[src/rtl/rom_stream_pkg.sv]
// Shared definitions for the ROM stream reader: default widths and FSM state encoding.
package rom_stream_pkg;

    localparam int unsigned DEF_ADDR_W = 4;
    localparam int unsigned DEF_DATA_W = 8;

    typedef enum logic [1:0] {
        S_IDLE  = 2'd0,
        S_FETCH = 2'd1,
        S_DRAIN = 2'd2
    } state_t;

endpackage

[src/rtl/stream_out_reg.sv]
// Single-entry valid/ready holding register; payload is held while stalled.
module stream_out_reg #(
    parameter int unsigned W = 9
) (
    input  logic         clock,
    input  logic         reset,
    input  logic         load,
    input  logic [W-1:0] load_data,
    input  logic         ready,
    output logic         valid,
    output logic [W-1:0] data
);

    // A load always wins; the caller only loads when the slot is empty or draining.
    always_ff @(posedge clock) begin
        if (reset) begin
            valid <= 1'b0;
            data  <= '0;
        end else if (load) begin
            valid <= 1'b1;
            data  <= load_data;
        end else if (valid && ready) begin
            valid <= 1'b0;
        end
    end

endmodule

[src/rtl/rom_stream_reader.sv]
// Walks COUNT consecutive ROM addresses from BASE and streams the registered words
// out over valid/ready, flagging the final word with out_last.
module rom_stream_reader
    import rom_stream_pkg::*;
#(
    parameter int unsigned ADDR_W = DEF_ADDR_W,
    parameter int unsigned DATA_W = DEF_DATA_W
) (
    input  logic              clock,
    input  logic              reset,
    input  logic              start,
    input  logic [ADDR_W-1:0] base,
    input  logic [ADDR_W:0]   count,
    output logic              busy,
    output logic              done,
    output logic [ADDR_W-1:0] rom_addr,
    input  logic [DATA_W-1:0] rom_data,
    output logic              out_valid,
    input  logic              out_ready,
    output logic [DATA_W-1:0] out_data,
    output logic              out_last
);

    localparam int unsigned CNT_W = ADDR_W + 1;
    localparam logic [CNT_W-1:0] DEPTH = {1'b1, {ADDR_W{1'b0}}};

    state_t              state, state_d;
    logic [ADDR_W-1:0]   addr_q;
    logic [CNT_W-1:0]    remaining;
    logic                load;
    logic                accept;
    logic                cmd_go;
    logic                done_d;
    logic                last_word;
    logic [CNT_W-1:0]    count_sat;
    logic [DATA_W:0]     out_payload;

    assign rom_addr  = addr_q;
    assign accept    = out_valid && out_ready;
    assign last_word = (remaining == CNT_W'(1));
    assign count_sat = (count > DEPTH) ? DEPTH : count;
    assign out_data  = out_payload[DATA_W-1:0];
    assign out_last  = out_payload[DATA_W];

    // Next-state and strobe decode
    always_comb begin
        state_d = state;
        load    = 1'b0;
        cmd_go  = 1'b0;
        done_d  = 1'b0;
        case (state)
            S_IDLE: begin
                if (start && (count != '0)) begin
                    cmd_go  = 1'b1;
                    state_d = S_FETCH;
                end else if (start) begin
                    done_d  = 1'b1;
                end
            end
            S_FETCH: begin
                load = !out_valid || out_ready;
                if (load && last_word) begin
                    state_d = S_DRAIN;
                end
            end
            S_DRAIN: begin
                if (accept && out_last) begin
                    done_d  = 1'b1;
                    state_d = S_IDLE;
                end
            end
            default: state_d = S_IDLE;
        endcase
    end

    // State, counters and status registers
    always_ff @(posedge clock) begin
        if (reset) begin
            state     <= S_IDLE;
            addr_q    <= '0;
            remaining <= '0;
            busy      <= 1'b0;
            done      <= 1'b0;
        end else begin
            state <= state_d;
            busy  <= (state_d != S_IDLE);
            done  <= done_d;
            if (cmd_go) begin
                addr_q    <= base;
                remaining <= count_sat;
            end else if (load) begin
                addr_q    <= addr_q + ADDR_W'(1);
                remaining <= remaining - CNT_W'(1);
            end
        end
    end

    stream_out_reg #(
        .W(DATA_W + 1)
    ) u_out_reg (
        .clock    (clock),
        .reset    (reset),
        .load     (load),
        .load_data({last_word, rom_data}),
        .ready    (out_ready),
        .valid    (out_valid),
        .data     (out_payload)
    );

endmodule

[config.mk]
export PLATFORM = sky130hd
export DESIGN_NAME = rom_stream_reader
export DESIGN_NICKNAME = d
export VERILOG_FILES = /design/src/rtl/rom_stream_pkg.sv /design/src/rtl/stream_out_reg.sv /design/src/rtl/rom_stream_reader.sv
export SDC_FILE = /design/constraint.sdc
export NUM_CORES = 1
export LEC_CHECK = 0
export ABC_CLOCK_PERIOD_IN_PS = 4100
export CORE_ASPECT_RATIO = 1.4
export CORE_MARGIN = 2
export CORE_UTILIZATION = 48
export DETAILED_ROUTE_END_ITERATION = 10
export PLACE_DENSITY = 0.84
export SLEW_MARGIN = 20
export SYNTH_ARGS = -nofsm -noshare
export SYNTH_HDL_FRONTEND = slang
export SYNTH_HIERARCHICAL = 1
export SYNTH_SLANG_ARGS = --single-unit
[constraint.sdc]
create_clock -name clock -period 4.1 [get_ports clock]
set_clock_uncertainty 0.1 [all_clocks]
set_input_delay 1.025 -clock clock [delete_from_list [all_inputs] [get_ports clock]]
set_output_delay 1.025 -clock clock [all_outputs]
set_load 0.005 [all_outputs]
==> flow_summary_export.csv, run 1 <==
group,metric,value,unit
worst_setup_path,slowest_delay,0.52,ns
grt,grt_pass1_vias,1015,
grt,grt_pass1_wl,4.44,mm
worst_setup_path,cp_max_fo,12,
floorplan,dieArea,2680,sq um
worst_setup_path,crit_type,"in -> reg",
logic_synthesis,seq_area_frac_synth,42.2,%
final_layout,layout-drive-gt1-share,9.27,%
worst_setup_path,cp.arrival,2.75,ns
routing,drc_errors,0,
routing,wl_per_cell,15.1,um
logic_synthesis,synth_fa_ha_area_share,3.44,%
logic_synthesis,async_flop_share,0,%
run,max-cap-violations,0,
clocking,cts_buffers,3,
logic_synthesis,syn-num-nets,138,
final_layout,antenna_cells,0,
clocking,clock-root-buffer,"clkbuf_4",
clocking,h-tree-depth,1,
logic_synthesis,muxShareOfSynthArea,9.28,%
final_layout,utilization,68.8,%
timing,slew-limit-headroom,40.3,%
floorplan,boundaryPins,37,
status,status,"finished clean",
logic_synthesis,netlist-cell-type-count,40,
worst_setup_path,crit_chain,"clkdlybuf4s50_1, nand2b_1, nand2_4, inv_1, buf_4, mux2i_1, nor2_1",
routing,viasPerCell,5.81,
logic_synthesis,synth_simple_gate_area_share,22.1,%
timing,period_needed,2.67,ns
place,placedCellCount,169,
final_layout,synthToLayoutAreaGrowth,35.6,%
grt,antenna_found_initial,0,
worst_setup_path,critical_path_required,4.18,ns
clocking,worstSkewPairLatency,0.32,ns
grt,gr-total-overflow,0,
timing,tightest_slew,0.892,ns
routing,antenna_left,0,
clocking,cts_buffer_depth,2,
logic_synthesis,netlist_area,1090,sq um
worst_setup_path,critPathSlowestCell,"clkdlybuf4s50_1",
power_and_ir_drop,ir_worst_vdd,0.234,mV
worst_setup_path,cp-start-kind,"input pin",
floorplan,core,2150,sq um
place,pre_cts_slack,1.11,ns
routing,drt-total-wl,2.62,mm
final_layout,multi_input_area,568,sq um
logic_synthesis,synth_ff_type,"dfxtp_1",
clocking,cts_resized,0,
final_layout,final_area,1480,sq um
clocking,cts_setup_buffers,0,
logic_synthesis,synth_compound_area_share,16.4,%
logic_synthesis,synth_top_family_by_area,"simple AND/OR/NAND/NOR gates",
final_layout,register_area,460,sq um
place,numPortBuffers,36,
floorplan,rows,20,
clocking,holdBufCountCts,0,
clocking,clock-sinks,23,
power_and_ir_drop,p_leak,0.552,nW
timing,period_share,65.1,%
clocking,cts.clk_slew.worst_paths,0.14,ns
timing,fin_ws,1.43,ns
grt,grt_max_degree,25,
floorplan,start_util,50.8,%
worst_setup_path,crit_path_end_kind,"register",
clocking,cts_tree,"built",
final_layout,fin_cells,173,
logic_synthesis,ys_seq_elements,23,
routing,drt_iter0_markers,29,
routing,vias,1005,
power_and_ir_drop,p_per_area,351,nW/um^2
final_layout,fin_nets,176,
logic_synthesis,synth-edff-count,0,
place,gp_congestion,0.880,
logic_synthesis,syn_inst,114,
timing,drv_slew,0,
timing,fmax,374,MHz
floorplan,dieHeight,60.4,um
grt,grt.total_usage,22.1,%
min_path,hold_path.class,"reg -> reg",
timing,hold_viol,0,
timing,grt_setup_unrepaired,"false",
routing,dr.pass1.iters,4,
place,dpl-instance-area,1450,sq um
logic_synthesis,syn_area_per_cell,9.58,sq um
logic_synthesis,synth-xor-area-share,0.802,%
timing,setup_violations,0,
timing,tns,0,ns
place,hpwl,1.93,mm
floorplan,die_width,44.3,um
logic_synthesis,yosysWarnings,6,
final_layout,n_fill_cell,176,
==> routing by layer <==
metal,vias up,global-route usage [%],share of wire (%)
met2,40,41.2,54
li1,487,-,-
met1,476,25.3,40
met5,-,0,0
met3,2,2.08,5.8
met4,0,9.52,0.73
==> sequential cells by signal, indices dropped and copies added (netlist names) <==
register,flops
state,2
u_out_reg/data,9
remaining,5
u_out_reg/valid,1
busy,1
done,1
rom_addr,4
==> worst max-delay path: cells and delay by family <==
kind | cells | cell delay, ns
buffers and inverters | 3 | 1.07
multiplexers | 1 | 0.22
AND/OR/NAND/NOR | 3 | 0.43
==> cell usage in the layout, fill, tap and decap left out, types with 3 or more instances in the layout <==
cell	instances
clkdlybuf4s50_1	36
ha_1	3
a21oi_1	5
dfxtp_1	23
nand3_1	8
a31oi_1	4
nand2_1	4
clkbuf_4	3
nor3_1	5
mux2i_1	9
inv_1	8
nor2_1	10
==> report_power, final <==
part / leakage (nW) / internal, W / switching [W]
clock network: 0.0177 / 0.0000365 / 0.0000709
logic: 0.345 / 0.0000817 / 0.0000660
registers: 0.189 / 0.000246 / 0.0000189
total: 0.552 / 0.000364 / 0.000156
==> stage by stage <==
| stage | hold slack, ns | power [W] |
|---|---|---|
| after floorplan | 0.361 | 0.000354 |
| after global placement | 0.374 | 0.000413 |
| after detailed placement | 0.383 | 0.000417 |
| after CTS | 0.411 | 0.000525 |
| after global routing | 0.436 | 0.000552 |
| final | 0.407 | 0.000520 |
==> synth_stat cells (2+ instances only) <==
master	count	area, sq um
a21oi_1	5	25.0
inv_1	8	30.0
nand4_1	2	12.5
nor4b_1	2	17.5
nand2b_1	2	12.5
nor3_1	5	25.0
a32oi_1	2	17.5
nand2_1	4	15.0
nor2_1	10	37.5
mux2i_1	9	90.1
nand3_1	8	40.0
nor2b_1	2	12.5
dfxtp_1	23	460
ha_1	3	37.5
a31oi_1	4	25.0
==> area by class of cell <==
| type | instances | share of cell area [%] |
|---|---|---|
| well taps | 22 | 1.86 |
| clock buffers | 3 | 1.52 |
| clock inverters | 1 | 0.338 |
| multi-input cells | 79 | 38.3 |
| flip-flops and latches | 23 | 31.1 |
| inverters | 8 | 2.03 |
| repair buffers | 37 | 24.8 |
==> kinds of logic after synthesis <==
logic type,count (synthesis)
and+or+nand+nor,43
DFF,23
AOI/OAI and AO/OA,22
buffers and inverters,12
muxes,10
adders and majority gates,3
xor gates and xnor gates,1
==> worst paths after layout <==
kind / from / endpoint / slack (ns) / depth (start not counted)
worst max-delay path: out_ready / u_out_reg/data[4]$_SDFFE_PP0P_ / 1.43 / 7
worst min-delay path: rom_addr[1]$_SDFFE_PP0P_ / rom_addr[1]$_SDFFE_PP0P_ / 0.41 / 2
worst max register to register: state[1]$_SDFF_PP0_ / u_out_reg/data[4]$_SDFFE_PP0P_ / 2.21 / 6
worst min register to register: rom_addr[1]$_SDFFE_PP0P_ / rom_addr[1]$_SDFFE_PP0P_ / 0.41 / 2
Power figures use the tool's default switching activity.
==> run 2, diff against run 1 <==
- ABC_CLOCK_PERIOD_IN_PS: 4100 -> 2750
- CORE_UTILIZATION: 48 -> 44
- PLACE_DENSITY: 0.84 -> 0.78
- clock period: 4.1 -> 2.75 ns (I/O delays scaled with it)
==> run 2 against run 1 <==
  * Count of clock-buffer cells in the layout increased by 1
  * Global-route usage fell by 2.4 points
  * Sequential cell count did not move
==> flow_summary_export.csv, run 2 (synthesized netlist as in run 1, its figures left out) <==
group,metric,value,unit
min_path,hold_path.class,"reg -> reg",
final_layout,largest_reg_flops,9,
final_layout,fin_nets,180,
timing,setup_violations,0,
power_and_ir_drop,power.switching,0.000227,W
final_layout,regMostFlops,"u_out_reg/data",
clocking,holdBufCountCts,0,
place,pre_cts_slack,0.0789,ns
timing,tightest_slew,0.604,ns
final_layout,n_fill_cell,214,
power_and_ir_drop,p_per_area,515,nW/um^2
timing,slew-limit-headroom,59.6,%
timing,grt_setup_unrepaired,"false",
final_layout,utilization,63.9,%
routing,vias,985,
grt,grt_max_degree,17,
grt,grt_pass1_vias,970,
routing,viasPerCell,5.53,
grt,grt_pass1_wl,4.20,mm
timing,hold_viol,0,
floorplan,dieHeight,63.0,um
power_and_ir_drop,swShare,29.1,%
power_and_ir_drop,clkPwrFrac,19.8,%
clocking,cts_setup_buffers,0,
floorplan,rows,21,
final_layout,final_common_cell,"clkdlybuf4s50_1",
grt,grt.total_usage,19.7,%
clocking,clock-root-buffer,"clkbuf_4",
place,hpwl,2.00,mm
grt,gr-total-overflow,0,
power_and_ir_drop,seqPwrFrac,50.7,%
clocking,cts_resized,0,
power_and_ir_drop,power,0.000779,W
power_and_ir_drop,internal_power,0.000552,W
timing,drv_slew,0,
clocking,cts_tree,"built",
routing,wl_per_cell,14.5,um
grt,antenna_found_initial,0,
status,status,"finished clean",
clocking,worstSkewPairLatency,0.31,ns
clocking,cts_buffer_depth,2,
routing,drt_iter0_markers,30,
place,numPortBuffers,36,
timing,fin_ws,0.425,ns
timing,timing.hold.ws,0.394,ns
worst_setup_path,cp-start-kind,"input pin",
worst_setup_path,crit_type,"in -> reg",
floorplan,die_width,46.1,um
worst_setup_path,cp_max_fo,7,
final_layout,multi_input_area,568,sq um
run,max-cap-violations,0,
timing,period_share,84.5,%
clocking,cts_buffers,3,
clocking,clock-sinks,23,
routing,antenna_left,0,
worst_setup_path,critical_path_required,2.84,ns
floorplan,core,2360,sq um
final_layout,antenna_cells,0,
worst_setup_path,cp.arrival,2.41,ns
worst_setup_path,crit_path_end_kind,"register",
place,gp_congestion,0.862,
clocking,h-tree-depth,1,
floorplan,dieArea,2900,sq um
routing,drc_errors,0,
timing,fmax,430,MHz
floorplan,start_util,46.2,%
clocking,cts.clk_slew.worst_paths,0.12,ns
final_layout,final_cell_mix,"clkdlybuf4s50_1, dfxtp_1, nor2_1",
floorplan,boundaryPins,37,
timing,tns,0,ns
power_and_ir_drop,p_comb_share,29.5,%
power_and_ir_drop,p_leak,0.569,nW
final_layout,layout-drive-gt1-share,11.0,%
routing,dr.pass1.iters,4,
power_and_ir_drop,ir_worst_vdd,0.297,mV
routing,drt-total-wl,2.57,mm
final_layout,synthToLayoutAreaGrowth,38.4,%
timing,period_needed,2.33,ns
final_layout,register_area,460,sq um
-- run 2: cell count changes in the layout (fill, tap and decap cells not counted), sizes merged --
cell,previous run,this run
clkinv,1,0
clkbuf,3,4
buf,1,5
-- run 2: stage by stage --
stage | instances | instance area, sq um
after floorplan | 114 | 1090
after global routing | 178 | 1510
after global placement | 174 | 1490
after detailed placement | 174 | 1490
final | 178 | 1510
after CTS | 178 | 1510
-- run 2: final timing paths --
kind	start	to	slack, ns	depth (start not counted)
worst max-delay path	count[1]	rom_addr[0]$_SDFFE_PP0P_	0.42	5
worst min-delay path	state[0]$_SDFF_PP0_	done$_SDFF_PP0_	0.39	1
worst max register to register	state[1]$_SDFF_PP0_	rom_addr[0]$_SDFFE_PP0P_	1.00	6
worst min register to register	state[0]$_SDFF_PP0_	done$_SDFF_PP0_	0.39	1
-- run 2: worst max-delay path, cell delays in order --
cell and delay (ns):
clkdlybuf4s50_1 0.42, or4_4 0.58, o21ai_4 0.26, nor2_2 0.05, a2111oi_1 0.40
-- run 2: layout make-up --
cell class	count	share of cell area, %
Inverter	8	1.99
Multi-Input combinational cell	79	37.6
Timing Repair Buffer	41	26.3
Sequential cell	23	30.5
Tap cell	23	1.90
Clock buffer	4	1.74
-- run 2: power groups by stage --
| stage | Sequential [W] | Clock, W | Combinational, W |
|---|---|---|---|
| global route | 0.000399 | 0.000178 | 0.000255 |
| global placement | 0.000401 | 0 | 0.000226 |
| floorplan | 0.000399 | 0 | 0.000129 |
| finish | 0.000395 | 0.000154 | 0.000230 |
| CTS | 0.000395 | 0.000164 | 0.000232 |
| detailed placement | 0.000402 | 0 | 0.000231 |
-- run 2: per-layer routing --
layer / share of wire, % / GRT usage (%) / vias up
met5: 0 / 0 / -
met4: 2.2 / 10.7 / 0
met3: 4.2 / 2.60 / 4
met2: 53 / 33.2 / 34
met1: 40 / 22.6 / 452
li1: - / - / 495
==> run 3, diff against run 2 <==
- ABC_CLOCK_PERIOD_IN_PS: 2750 -> 2400
- clock period: 2.75 -> 2.4 ns (I/O delays scaled with it)
==> run 3 against run 2 <==
  * Combinational power increased by 20%
  * Cell area is 2.1% higher
  * Critical endpoint is now rom_addr[3]$_SDFFE_PP0P_
  * Via count grew 6.1%
  * Setup slack worse by 0.21 ns
  * Sequential share of layout area is 0.62 points lower
  * Wire length up 4.2%
  * Non-clock buffer count rose by 4
  * Register-to-register slack got worse by 0.39 ns
  * Core utilization is 1.3 points higher
  * Total power rose by 17%
==> flow_summary_export.csv, run 3 (synthesized netlist as in run 1, its figures left out) <==
group,metric,value,unit
power_and_ir_drop,ir_worst_vdd,0.428,mV
min_path,hold_start,"state[0]$_SDFF_PP0_",
grt,grt_pass1_wl,4.65,mm
final_layout,synthToLayoutAreaGrowth,41.2,%
timing,fmax,458,MHz
worst_setup_path,crit_chain,"clkdlybuf4s50_1, or4_4, o21a_4, mux2_2, o221a_1",
run,max-cap-violations,0,
place,dpl-instance-area,1520,sq um
grt,grt_max_degree,15,
timing,hold_viol,0,
clocking,worstSkewPairLatency,0.31,ns
final_layout,fin_cells,182,
worst_setup_path,slowest_delay,0.58,ns
routing,drc_errors,0,
floorplan,die_width,46.1,um
timing,setup_violations,0,
clocking,clock-root-buffer,"clkbuf_4",
final_layout,antenna_cells,0,
final_layout,final_common_cell,"clkdlybuf4s50_1",
final_layout,final_area,1540,sq um
routing,drt_iter0_markers,13,
grt,antenna_found_initial,0,
floorplan,start_util,46.2,%
clocking,cts_resized,0,
worst_setup_path,crit_path_end_kind,"register",
routing,dr.pass1.iters,4,
clocking,cts_tree,"built",
timing,drv_slew,0,
worst_setup_path,cp-start-kind,"input pin",
min_path,hold_path.class,"reg -> reg",
floorplan,boundaryPins,37,
final_layout,layout-drive-gt1-share,13.8,%
routing,vias,1045,
worst_setup_path,r2r_start,"remaining[0]$_SDFFE_PP0P_",
timing,period_share,90.9,%
routing,antenna_left,0,
clocking,cts.clk_slew.worst_paths,0.13,ns
clocking,cts_buffer_depth,2,
worst_setup_path,crit_type,"in -> reg",
clocking,h-tree-depth,1,
final_layout,final_cell_mix,"clkdlybuf4s50_1, dfxtp_1, nor2_1",
clocking,cts_setup_buffers,0,
final_layout,fin_nets,184,
clocking,holdBufCountCts,0,
floorplan,dieArea,2900,sq um
final_layout,regMostFlops,"u_out_reg/data",
power_and_ir_drop,p_leak,0.590,nW
timing,period_needed,2.18,ns
grt,grt.total_usage,21.1,%
timing,tightest_slew,0.753,ns
final_layout,utilization,65.2,%
timing,tns,0,ns
worst_setup_path,worstSetupStartpoint,"count[1]",
floorplan,rows,21,
floorplan,core,2360,sq um
routing,viasPerCell,5.74,
clocking,cts_buffers,3,
power_and_ir_drop,p_per_area,589,nW/um^2
status,status,"finished clean",
timing,slew-limit-headroom,49.1,%
worst_setup_path,rr_worst_depth,5,
grt,gr-total-overflow,0,
place,numPortBuffers,36,
routing,drt-total-wl,2.68,mm
grt,grt_pass1_vias,1138,
worst_setup_path,cp.buffers_inverters,1,
routing,wl_per_cell,14.7,um
place,hpwl,2.11,mm
worst_setup_path,cpLargestDelayFamily,"simple AND/OR/NAND/NOR gates",
worst_setup_path,cp.arrival,2.30,ns
clocking,clock-sinks,23,
final_layout,largest_reg_flops,9,
min_path,hold_path_depth,1,
worst_setup_path,critical_path_required,2.52,ns
floorplan,dieHeight,63.0,um
worst_setup_path,cp_max_fo,3,
worst_setup_path,cp_num_cells,5,
place,placedCellCount,178,
worst_setup_path,critPathSlowestCell,"or4_4",
timing,timing.hold.ws,0.404,ns
timing,grt_setup_unrepaired,"false",
place,gp_congestion,0.834,
[run 3: stage by stage]
stage | total power (W) | setup slack [ns]
2_1_floorplan | 0.000604 | 0.341
3_3_place_gp | 0.000725 | -0.102
3_5_place_dp | 0.000738 | -0.118
4_1_cts | 0.000919 | 0.230
5_1_grt | 0.000972 | 0.183
6_report | 0.000908 | 0.218
[run 3: report_power, final]
group	internal, W	total (W)	switching [W]
clock network	0.0000622	0.000179	0.000116
registers	0.000420	0.000454	0.0000344
logic	0.000156	0.000275	0.000120
total	0.000638	0.000908	0.000270
[run 3: area by class of cell]
class,instances,area [sq um]
fill,207,822
multi-input combinational,79,568
sequential,23,460
timing repair buffer,45,428
inverter,8,30.0
tap,23,28.8
clock buffer,3,22.5
clock inverter,1,5.00
[run 3: final timing paths]
check	endpoint	slack, ns
setup / recovery	rom_addr[3]$_SDFFE_PP0P_	0.22
hold / removal	done$_SDFF_PP0_	0.40
setup reg to reg	busy$_SDFF_PP0_	0.61
hold reg to reg	done$_SDFF_PP0_	0.40
[run 3: layer usage]
layer	global-route usage, %	up-vias	share of wire, %
met1	21.9	489	39
met3	3.76	8	5.8
met5	0	-	0
li1	-	507	-
met2	37.2	41	53
met4	11.4	0	2.5
